==> src/rtl/demux_dispatch_ctrl_pkg.sv <==
// Shared definitions for the demux dispatch controller: FSM encoding, destinations
// and the destination-selection helper.
package demux_dispatch_ctrl_pkg;

  localparam logic [1:0] ST_IDLE  = 2'd0;
  localparam logic [1:0] ST_PULSE = 2'd1;
  localparam logic [1:0] ST_GAP   = 2'd2;

  localparam logic DEST_OUT1 = 1'b0;
  localparam logic DEST_OUT2 = 1'b1;

  typedef enum logic [1:0] {
    StIdle  = ST_IDLE,
    StPulse = ST_PULSE,
    StGap   = ST_GAP
  } state_e;

  // Mode 1 forces the destination from Target; Mode 0 follows the toggle register.
  function automatic logic pick_dest(input logic mode, input logic target, input logic toggle);
    return mode ? target : toggle;
  endfunction

endpackage

==> src/rtl/demux_dispatch_ctrl_btn_debounce.sv <==
// Button conditioning: 2-flop synchronizer, stability counter and a one-cycle
// request pulse on each debounced rising edge.
module demux_dispatch_ctrl_btn_debounce #(
  parameter int unsigned DEBOUNCE_CYCLES = 4
) (
  input  logic Clk,
  input  logic Reset,
  input  logic btn_i,
  output logic req_o
);

  localparam int unsigned CntW = $clog2(DEBOUNCE_CYCLES + 1);

  logic            sync1_q, sync2_q;
  logic            deb_q, deb_d;
  logic [CntW-1:0] cnt_q, cnt_d;
  logic            req_q, req_d;

  always_comb begin
    cnt_d = '0;
    deb_d = deb_q;
    if (sync2_q != deb_q) begin
      if (cnt_q == CntW'(DEBOUNCE_CYCLES - 1)) begin
        deb_d = sync2_q;
      end else begin
        cnt_d = cnt_q + CntW'(1);
      end
    end
    req_d = deb_d & ~deb_q;
  end

  always_ff @(posedge Clk or posedge Reset) begin
    if (Reset) begin
      sync1_q <= 1'b0;
      sync2_q <= 1'b0;
      deb_q   <= 1'b0;
      cnt_q   <= '0;
      req_q   <= 1'b0;
    end else begin
      sync1_q <= btn_i;
      sync2_q <= sync1_q;
      deb_q   <= deb_d;
      cnt_q   <= cnt_d;
      req_q   <= req_d;
    end
  end

  assign req_o = req_q;

endmodule

==> src/rtl/demux_dispatch_ctrl.sv <==
// Dispatch controller: queues debounced button requests and emits timed,
// select-stable enable pulses for the 1-to-2 demultiplexer.
module demux_dispatch_ctrl
  import demux_dispatch_ctrl_pkg::*;
#(
  parameter int unsigned DEBOUNCE_CYCLES = 4,
  parameter int unsigned PULSE_LEN       = 3,
  parameter int unsigned QUEUE_MAX       = 3
) (
  input  logic       Clk,
  input  logic       Reset,
  input  logic       Btn,
  input  logic       Mode,
  input  logic       Target,
  input  logic       Clear,
  output logic       Sel,
  output logic       E,
  output logic       Busy,
  output logic [1:0] Pending,
  output logic       Overflow
);

  localparam int unsigned PcntW = $clog2(PULSE_LEN + 1);

  logic             req;
  state_e           state_q, state_d;
  logic             sel_q, sel_d;
  logic             e_q, e_d;
  logic             tog_q, tog_d;
  logic [PcntW-1:0] pcnt_q, pcnt_d;
  logic [1:0]       pend_q, pend_d;
  logic             ovf_q, ovf_d;
  logic             inc, dec;

  demux_dispatch_ctrl_btn_debounce #(
    .DEBOUNCE_CYCLES(DEBOUNCE_CYCLES)
  ) u_btn_debounce (
    .Clk  (Clk),
    .Reset(Reset),
    .btn_i(Btn),
    .req_o(req)
  );

  always_comb begin
    state_d = state_q;
    sel_d   = sel_q;
    e_d     = e_q;
    tog_d   = tog_q;
    pcnt_d  = pcnt_q;
    unique case (state_q)
      StIdle: begin
        if (pend_q != 2'd0) begin
          state_d = StPulse;
          sel_d   = pick_dest(Mode, Target, tog_q);
          e_d     = 1'b1;
          pcnt_d  = PcntW'(1);
          if (!Mode) tog_d = ~tog_q;
        end
      end
      StPulse: begin
        if (pcnt_q == PcntW'(PULSE_LEN)) begin
          e_d     = 1'b0;
          state_d = StGap;
        end else begin
          pcnt_d = pcnt_q + PcntW'(1);
        end
      end
      StGap:   state_d = StIdle;
      default: state_d = StIdle;
    endcase
  end

  // Clear wins over any same-cycle request; an accepted dispatch is never undone.
  always_comb begin
    inc    = req;
    dec    = (state_q == StIdle) && (pend_q != 2'd0);
    pend_d = pend_q;
    ovf_d  = ovf_q;
    if (Clear) begin
      pend_d = 2'd0;
      ovf_d  = 1'b0;
    end else if (inc && !dec) begin
      if (pend_q < 2'(QUEUE_MAX)) pend_d = pend_q + 2'd1;
      else                        ovf_d  = 1'b1;
    end else if (dec && !inc) begin
      pend_d = pend_q - 2'd1;
    end
  end

  always_ff @(posedge Clk or posedge Reset) begin
    if (Reset) begin
      state_q <= StIdle;
      sel_q   <= DEST_OUT1;
      e_q     <= 1'b0;
      tog_q   <= DEST_OUT1;
      pcnt_q  <= '0;
      pend_q  <= 2'd0;
      ovf_q   <= 1'b0;
    end else begin
      state_q <= state_d;
      sel_q   <= sel_d;
      e_q     <= e_d;
      tog_q   <= tog_d;
      pcnt_q  <= pcnt_d;
      pend_q  <= pend_d;
      ovf_q   <= ovf_d;
    end
  end

  assign Sel      = sel_q;
  assign E        = e_q;
  assign Busy     = (state_q != StIdle);
  assign Pending  = pend_q;
  assign Overflow = ovf_q;

endmodule
==> config.mk <==
export PLATFORM = sky130hd
export DESIGN_NAME = demux_dispatch_ctrl
export DESIGN_NICKNAME = d
export VERILOG_FILES = /design/src/rtl/demux_dispatch_ctrl_pkg.sv /design/src/rtl/demux_dispatch_ctrl_btn_debounce.sv /design/src/rtl/demux_dispatch_ctrl.sv
export SDC_FILE = /design/constraint.sdc
export NUM_CORES = 1
export LEC_CHECK = 0
export ABC_AREA = 1
export CAP_MARGIN = 25
export CORE_MARGIN = 2
export CORE_UTILIZATION = 30
export DETAILED_ROUTE_END_ITERATION = 7
export PLACE_DENSITY = 0.51
export SLEW_MARGIN = 25
export SYNTH_ARGS = -nofsm -noshare
export SYNTH_HDL_FRONTEND = slang
export SYNTH_SLANG_ARGS = --single-unit
==> constraint.sdc <==
create_clock -name Clk -period 1 [get_ports Clk]
set_input_delay 0.3 -clock Clk [delete_from_list [all_inputs] [get_ports Clk]]
set_output_delay 0.3 -clock Clk [all_outputs]
set_load 0.1 [all_outputs]
==> summary.txt <==
Clk pwr share -> 7.9%
cell taking the most area after synthesis -> dfrtp_1
number of synthesized flops with an enable pin -> 0
YS warnings -> 0
placed cells -> 133
Synth top area share -> 56.4%
layout cell share with drive strength beyond 1 -> 53.4%
number of port buffers -> 11
final hold slack -> 0.328 ns
Die ar. -> 2930 sq um
WL per Instance -> 10.5 um
cell area after synthesis -> 754 sq um
met1 usage -> 15.8%
RSZ-0062 raised after global routing -> yes
final number of hold-violating endpoints -> 0
Design Area, Final -> 1250 sq um
fin crit period -> 1.36 ns
Req. time, crit path -> 0.70 ns
dpl hpwl -> 1.03 mm
Pint -> 2.46 mW
CTS tree -> yes
min-delay worst type -> in2async
max_slew headroom -> 81.2%
met3 GRT Util -> 3.33%
status -> finished, violations left
vias in the first global route -> 627
Vias -> 656
Comb pwr share -> 67.1%
CP max-delay cell -> dfrtp_4
Ant. Diodes -> 0
Root Buffer -> clkbuf_4
worst skew pair latency -> 0.28 ns
dpl ws -> -0.212 ns
initial antenna violation count -> 0
# H-tree levels -> 1
PwrDens -> 3680 nW/um^2
clock buffer count from CTS -> 3
clk buf depth -> 2
clock sink count -> 17
routability congestion estimate -> 0.682
Post-route DRC -> 0
Core ar. -> 2430 sq um
drt first pass iters -> 4
global-route wire length before repair -> 2.63 mm
Die Ht -> 54.2 um
routed wire length -> 1.54 mm
crit path capture type -> primary output
Critical Path Start Type -> flip-flop
die width -> 54.2 um
Synth top cells by count -> 17 x dfrtp_1, 13 x nand2_1, 11 x nor2_1
Crit path max-delay family -> flip-flops
CP arrival -> 1.06 ns
critical register-to-register path startpoint -> Pending[1]
part of the power in registers -> 25.0%
Post-layout nets -> 125
delay of the slowest critical-path stage -> 0.50 ns
Synth area leaders -> dfrtp_1 56%, nand2_1 6.5%, nor2_1 5.5%, nand3_1 4.0%, inv_1 3.5%
failing checks -> setup timing
Leak -> 0.583 nW
Most used DFF post-synth -> dfrtp_1
largest net degree at the start of global routing -> 18
starting density of the core -> 31.0%
Worst-Margin Slew -> 0.281 ns
Post-synth ARST share -> 100%
Top Usage Layer GRT -> met2
row count -> 18
Netlist cell types -> 19
Area growth syn-to-layout -> 65.7%
Switch Pwr -> 2.13 mW
Tot Pwr -> 4.60 mW
most common cell in the netlist -> dfrtp_1
fmax -> 0.735 GHz
Post-Syn Area per Cell -> 9.31 sq um
clock slew seen by the registers of the worst setup and hold paths -> 0.10 ns
Buf/Inv on CP -> 2
sequential share of the synthesized area -> 56.4%
vias per cell -> 4.49
Global Route met2 Usage -> 20.9%
Post-Syn Nets -> 89
filler instances -> 223
Ports -> 12
worst setup path class -> reg2out
Post-DRT Antenna Nets -> 0
Slew Limit Fails -> 0
Tcrit/Tclk final -> 136%
post-synthesis register bit count -> 17
Max Cap Viol -> 0
switching share of total power -> 46.4%
setup TNS -> -3.41 ns
worst setup path start -> Pending[1]
final number of setup-violating endpoints -> 15
worst-path maximum fanout -> 2
VDD IR max -> 2.97 mV
Final Util -> 51.4%
non-filler cells, final -> 146
skew final -> 0.00513 ns
total global routing overflow -> 0
crit-path cells -> buf_6 > buf_12
placed cell area -> 1080 sq um
GRT Overall Usage -> 12.7%
Initial DRC Count -> 3
Post-Syn Instances -> 81
setup ws final -> -0.360 ns
final timing paths:
| path | endpoint | slack [ns] | depth (start not counted) |
|---|---|---|---|
| max in group asynchronous | Pending[1] | 0.53 | 3 |
| worst min-delay path | u_btn_debounce.sync1_q | 0.33 | 3 |
| worst min register to register | u_btn_debounce.sync2_q | 0.36 | 0 |
| worst max register to register | Pending[0] | -0.27 | 8 |
| worst max-delay path | Pending[1] | -0.36 | 2 |
| min in group Clk | u_btn_debounce.sync2_q | 0.36 | 0 |
layout by cell type (no fill, tap or decap), drive strengths merged:
| master | n |
|---|---|
| a31oi | 1 |
| inv | 12 |
| xnor2 | 1 |
| clkdlybuf4s50 | 5 |
| nand3 | 6 |
| clkbuf | 4 |
| nor3b | 1 |
| dfrtp | 17 |
| ha | 2 |
| nand2 | 19 |
| xor2 | 1 |
| nor2 | 12 |
| buf | 26 |
| mux2i | 1 |
| o21ai | 3 |
| a21oi | 2 |
| nor3 | 3 |
final cells by class:
class                           count  area (sq um)  area share, %
Tap cell                           30          37.5           3.00
Inverter                           12          45.0           3.60
Multi-Input combinational cell     52           357           28.5
Sequential cell                    17           437           34.9
Clock buffer                        4          26.3           2.10
Timing Repair Buffer               31           348           27.8
registers in the layout, summed over array words and instances, names as in the netlist:
| signal | count |
|---|---|
| u_btn_debounce.deb_q | 1 |
| u_btn_debounce.cnt_q | 3 |
| state_q | 2 |
| Overflow | 1 |
| Pending | 2 |
| Sel | 1 |
| u_btn_debounce.sync1_q | 1 |
| pcnt_q | 2 |
| u_btn_debounce.sync2_q | 1 |
| u_btn_debounce.req_o | 1 |
| E | 1 |
| tog_q | 1 |
repair_timing:
item / in CTS / in global routing
hold buffers: 0 / 0
buffers inserted: 6 / 3
resized for setup: 6 / 14
pin swaps: 3 / 4
endpoints found under the setup margin: 15 / 19
hold endpoints to repair: 0 / 0
layer usage:
layer / wire, um / vias to the layer above
met2: 810 / 12
li1: - / 328
met3: 54 / 2
met1: 659 / 314
met4: 13 / 0
met5: 0 / -
power groups by stage:
stage / Sequential, mW / Combinational (mW) / Clock [mW]
after floorplan: 1.71 / 0.981 / 0
after global placement: 1.18 / 2.45 / 0
after detailed placement: 1.18 / 2.49 / 0
after CTS: 1.13 / 2.82 / 0.384
after global routing: 1.17 / 3.30 / 0.416
final: 1.15 / 3.08 / 0.363
worst reg2reg max path, cell delays in order, from the launching register on:
cell and delay, ns:
dfrtp_4 0.50, buf_4 0.16, nor2_2 0.11, nor2_2 0.06
nor2_2 0.13, nand2_2 0.09, nand2_2 0.07, nand2_1 0.04
nand2_1 0.05
logic make-up (layout without fill, tap and decap cells):
kind of cell	after synthesis	count (layout)	share of synthesized area [%]
buf+inv	12	47	5.97
compound gates	6	6	4.64
simple gates	41	41	26.0
xor+xnor	2	2	2.32
fa+ha+maj	2	2	3.32
flops	17	17	56.4
mux	1	1	1.33
(Power assumes the default switching activity.)
